==> config.mk <==
export PLATFORM = sky130hd
export DESIGN_NAME = generator_concat_flat
export DESIGN_NICKNAME = d
export VERILOG_FILES = /design/src/rtl/generator_concat_if.sv /design/src/rtl/generator_concat.sv /design/src/flat_wrapper.sv
export SDC_FILE = /design/constraint.sdc
export NUM_CORES = 1
export LEC_CHECK = 0
export ABC_CLOCK_PERIOD_IN_PS = 850
export CAP_MARGIN = 30
export CORE_AREA = 2 2 39 41
export CTS_CLUSTER_DIAMETER = 30
export DETAILED_ROUTE_END_ITERATION = 7
export DIE_AREA = 0 0 41 43
export PLACE_DENSITY = 0.68
export SYNTH_ARGS = -nofsm -noshare
export SYNTH_HDL_FRONTEND = slang
export SYNTH_SLANG_ARGS = --single-unit
==> constraint.sdc <==
create_clock -name clk -period 0.85 [get_ports clk]
set_input_delay 0.2125 -clock clk [delete_from_list [all_inputs] [get_ports clk]]
set_output_delay 0.2125 -clock clk [all_outputs]
set_load 0.005 [all_outputs]
==> src/rtl/generator_concat_if.sv <==
// Bundle of the generator_concat input request and registered result signals.
// slave: the generator itself; master: the index source / result consumer.
interface generator_concat_if #(
    parameter int SIZE = 8,
    parameter int K    = 2
);
    localparam int W = $clog2(SIZE);
    localparam int B = $clog2(K);

    logic                 in_valid;
    logic [W-1:0]         num_in;
    logic                 out_valid;
    logic [W*K-1:0]       num_out;
    logic [(W+B)*K-1:0]   out;

    modport slave (
        input  in_valid,
        input  num_in,
        output out_valid,
        output num_out,
        output out
    );

    modport master (
        output in_valid,
        output num_in,
        input  out_valid,
        input  num_out,
        input  out
    );
endinterface

==> src/rtl/generator_concat.sv <==
// K consecutive indices from a base index, each tagged with its lane number, one register stage.
// Define GENCAT_SAT_EN to saturate indices at SIZE-1 instead of wrapping modulo SIZE.
module generator_concat #(
    parameter int SIZE = 8,
    parameter int K    = 2
) (
    input  logic               clk,
    input  logic               rst_n,
    generator_concat_if.slave  bus
);
    localparam int W = $clog2(SIZE);
    localparam int B = $clog2(K);

    logic [W*K-1:0]     num_nxt;
    logic [(W+B)*K-1:0] out_nxt;
    logic [W-1:0]       lane;
    logic [W+B-1:0]     sum;

    logic               valid_q;
    logic [W*K-1:0]     num_q;
    logic [(W+B)*K-1:0] out_q;

    always_comb begin
        num_nxt = '0;
        out_nxt = '0;
        lane    = '0;
        sum     = '0;
        for (int unsigned i = 0; i < K; i++) begin
            // W+B bits hold num_in + (K-1) without overflow since K <= SIZE
            sum = {{B{1'b0}}, bus.num_in} + (W+B)'(i);
`ifdef GENCAT_SAT_EN
            if (sum > (W+B)'(SIZE-1))
                lane = W'(SIZE-1);
            else
                lane = sum[W-1:0];
`else
            lane = sum[W-1:0];
`endif
            num_nxt[i*W +: W]         = lane;
            out_nxt[i*(W+B) +: (W+B)] = {B'(i), lane};
        end
    end

    always_ff @(posedge clk or negedge rst_n) begin
        if (!rst_n) begin
            valid_q <= 1'b0;
            num_q   <= '0;
            out_q   <= '0;
        end else begin
            valid_q <= bus.in_valid;
            if (bus.in_valid) begin
                num_q <= num_nxt;
                out_q <= out_nxt;
            end
        end
    end

    assign bus.out_valid = valid_q;
    assign bus.num_out   = num_q;
    assign bus.out       = out_q;
endmodule

==> src/flat_wrapper.sv <==
// flat-port wrapper written by rule: the top's interface ports become plain ports
module generator_concat_flat 
#(
    parameter int SIZE = 8,
    parameter int K    = 2
)
  (clk, rst_n, bus_in_valid, bus_num_in, bus_out_valid, bus_num_out, bus_out);
  generator_concat_if #(.SIZE(SIZE), .K(K)) bus_i ();
  input  logic clk;
  input  logic rst_n;
  input wire logic [$bits(bus_i.in_valid)-1:0] bus_in_valid;
  input wire logic [$bits(bus_i.num_in)-1:0] bus_num_in;
  output wire logic [$bits(bus_i.out_valid)-1:0] bus_out_valid;
  output wire logic [$bits(bus_i.num_out)-1:0] bus_num_out;
  output wire logic [$bits(bus_i.out)-1:0] bus_out;
  assign bus_i.in_valid = bus_in_valid;
  assign bus_i.num_in = bus_num_in;
  assign bus_out_valid = bus_i.out_valid;
  assign bus_num_out = bus_i.num_out;
  assign bus_out = bus_i.out;
  generator_concat #(.SIZE(SIZE), .K(K)) u_core (.clk(clk), .rst_n(rst_n), .bus(bus_i));
endmodule
# After elaboration in Yosys (flattened, before gate mapping)

Cells that the tools add are included.

Register bits: 14
Logic and storage cells: 4
Output and inout port bits: 15
Input port bits: 6

Add/sub/neg operators: 1

Operators with widths:

| operator            | number |
|---|---|
| $add 3x1->3 const B | 1 |

# Longest topological paths before layout

Word-level depth: 1
Gate-level depth with buffers: 3
Mapped depth without buffers: 3

# Least setup slack after synthesis

No wires, ideal clock.

Path kind: input to register
Start: input bus_num_in[0]
End: register u_core.num_q[4], in the netlist u_core.bus.num_out[4]
Buffers on the path: 0
Required time: 0.725 ns
Cell stages on the path: 2
Setup slack: 0.004 ns
Setup time: 0.125 ns
Arrival time: 0.721 ns
Cells stage by stage: ha_1 -> mux2_4

Word-level cells in the longest chain between the ends: 1

Ends and longest elaborated chain:

| item                 | line                   | RTL |
|---|---|---|
| start, declared      | flat_wrapper.sv:12     | `input wire logic [$bits(bus_i.num_in)-1:0] bus_num_in;` |
| $add 3x1->3          | generator_concat.sv:30 | `sum = {{B{1'b0}}, bus.num_in} + (W+B)'(i);` |
| end signal, assigned | generator_concat.sv:52 | `num_q <= num_nxt;` |
| end, declared        | generator_concat.sv:20 | `logic [W*K-1:0] num_q;` |

Every way passes these cells.
A chain may end at the register's enable or synchronous reset.

# Final worst setup path

Start: register u_core.num_q[0], in the netlist u_core.bus.num_out[0]
End: output bus_num_out[0]

RTL lines:

| item          | line               | RTL |
|---|---|---|
| end, declared | flat_wrapper.sv:14 | `output wire logic [$bits(bus_i.num_out)-1:0] bus_num_out;` |

No word-level cell between the ends.

==> metrics <==
status finished with violations; failing checks negative setup slack; Netlist Area Pre-Place ~370 um^2; filler cell count in the final layout 137; Clk pwr share 26.9%; Die X-Extent 41 um; unrepaired setup endpoints after global routing true; clk slew on worst S/H paths 50 ps; final critical-path required period 1070 ps; endpoint class of the critical path primary output; synthesized netlist net count 35; clock sink count 8; initial antenna violation count 0; Reg-to-Reg End u_core.bus.num_out[0]$_DFFE_PN0P_; Area Overhead vs Synth 69.8%; hold_ws 246 ps; Reg2Reg Setup Slack -140 ps; RR Startpoint u_core.bus.num_out[0]$_DFFE_PN0P_; Avg Inst Size Synth 13.3 um^2; Overflow after GRT 0; first-pass GRT wire length 1210 um; startpoint types flip-flop; cts bufs inserted 3; fin cells approximately 70; crit-path max FO 2; Pre-antenna DRT Iters 1; largest net degree at the start of global routing 9; Yosys top cell area share 53.7%; CP arrival about 860 ps; Port-buffer cells 19; net switching power ~0.00024 W; R2R cell count 3; Pint 0.000794 W; fmax 935 MHz; TritonCTS clock tree built; # Max-Cap Violations 0; Seq pwr share 42.5%; Yosys cell types 10; Fin. Hold Viols 0; Routed Antenna Nets 0; Seq. cell area 200 um^2; Vias 276; DR WL/cell 10.6 um; Yosys reg bits 8; Pwr per Cell Area between 1500 and 2000 nW/um^2; synthesized instance count 28; clk_lat worst skew 240 ps; detailed router's first-iteration violation count 0; combinational power share 30.6%; Tot GR Track Use 10.9%; layout cells sized above 1 63.6%; dominant cells by area after synthesis dfrtp_1 (54%), mux2_4 (16%), buf_4 (14%); area leader, netlist dfrtp_1; WP data required 640 ps; Final WS setup -219 ps; Tcrit/Tclk final 126%; Seq/Total Area, Yosys 53.7%; pins over their slew limit 0; Core ar. between 1000 and 1500 um^2; area of the die 1760 um^2; CTS root buffer clkbuf_4; switching part of the total 22.9%; Worst VDD drop around 0.71 mV; # nets final 64; Multi-input gate area 111 um^2; Post-Route WL about 750 um; Remaining DRCs 0; Worst Skew 0 ps; routability cong. about 0.57; I/O pins 21; Static Leak approximately 0.32 nW; antenna cells 0; Die Ht 43 um; Hold/Removal Path Class in2async; post-DP HPWL between 500 and 600 um; Rows 14; vias in the first global route 297; placed instance count between 60 and 70; Clock Path Buffers 2; Max H-tree Level 1; routed vias/inst 3.89; Hold Buf Count CTS 0; initial cell density of the core 26.9%; # setup viols final 18; yosys warns 0; Setup CP Type reg2out
-- how the worst max path moves through the flow --
| stage | startpoint | to | depth (start not counted) |
|---|---|---|---|
| after floorplan | bus_num_in[0] | u_core.bus.num_out[4]$_DFFE_PN0P_ | 2 |
| after global placement | bus_num_in[0] | u_core.bus.num_out[4]$_DFFE_PN0P_ | 3 |
| after detailed placement | bus_num_in[0] | u_core.bus.num_out[4]$_DFFE_PN0P_ | 3 |
| after CTS | u_core.bus.num_out[4]$_DFFE_PN0P_ | bus_out[5] | 2 |
| after global routing | u_core.bus.num_out[0]$_DFFE_PN0P_ | bus_num_out[0] | 2 |
| final | u_core.bus.num_out[0]$_DFFE_PN0P_ | bus_num_out[0] | 2 |
-- flip-flops by register name, indices dropped and copies added (netlist names) --
signal and flops:
u_core.bus.num_out 5, u_core.bus.out 2, u_core.bus.out_valid 1
-- cell families after synthesis --
| logic type | Yosys count | share of synthesized area (%) |
|---|---|---|
| fa+ha+maj | 1 | 3.36 |
| mux | 4 | 16.1 |
| simple gates | 3 | 3.69 |
| flops | 8 | 53.7 |
| buf+inv | 8 | 17.1 |
| compound gates | 2 | 2.68 |
| other cells | 1 | 1.01 |
| xor+xnor | 1 | 2.35 |
-- worst max-delay path, stage by stage (launching register included) --
cell and delay [ps]:
dfrtp_1 390, buf_6 130, buf_6 100
-- final cells by class --
cell class / count / share of cell area [%]
well taps: 16 / 3.16
flip-flops and latches: 8 / 31.6
multi-input cells: 12 / 17.6
clock buffers: 3 / 3.56
repair buffers: 32 / 44.1
-- synthesized netlist by cell type --
| master | count |
|---|---|
| buf_4 | 7 |
| a21oi_1 | 2 |
| xnor2_1 | 1 |
| ha_1 | 1 |
| conb_1 | 1 |
| or2_1 | 1 |
| nor2_1 | 2 |
| buf_6 | 1 |
| dfrtp_1 | 8 |
| mux2_4 | 4 |
-- power groups by stage --
stage	clock network (W)	logic (W)	registers, W
after detailed placement	0	0.000272	0.000448
after CTS	0.000296	0.000319	0.000438
after global routing	0.000318	0.000345	0.000442
final	0.000277	0.000316	0.000438
after floorplan	0	0.000113	0.000448
after global placement	0	0.000269	0.000446
-- layout by cell type, fill, tap and decap left out, drive strengths merged --
| cell type | netlist | layout |
|---|---|---|
| buf | 8 | 27 |
| dfrtp | 8 | 8 |
| mux2 | 4 | 4 |
| clkbuf | 0 | 3 |
| dlygate4sd2 | 0 | 3 |
| a21oi | 2 | 2 |
| clkdlybuf4s50 | 0 | 2 |
| nor2 | 2 | 2 |
| xnor2 | 1 | 1 |
| or2 | 1 | 1 |
| ha | 1 | 1 |
| conb | 1 | 1 |
-- per-stage QoR --
stage	setup slack, ps	cell area, um^2	setup TNS, ps	power (W)	util, %
2_1_floorplan	4.28	373	0	0.000561	-
3_3_place_gp	-487	572	-5650	0.000715	41.3
3_5_place_dp	-500	572	-5750	0.000719	41.3
4_1_cts	-230	633	-2590	0.00105	45.8
5_1_grt	-262	633	-3040	0.00111	45.8
6_report	-219	633	-2410	0.00103	45.8
-- layer usage --
metal	GRT usage, %	wire length (um)
met1	12.4	291
met2	16.3	382
met3	4.71	79
met4	6.00	0
met5	0	0
-- what timing repair did --
item / 4_1_cts / 5_1_grt
pin swaps: 2 / 1
hold endpoints to repair: 0 / 0
setup buffers: 7 / 1
setup endpoints to repair: 21 / 19
resized for setup: 74 / 1
No activity file was read; power rests on OpenSTA's default activity.
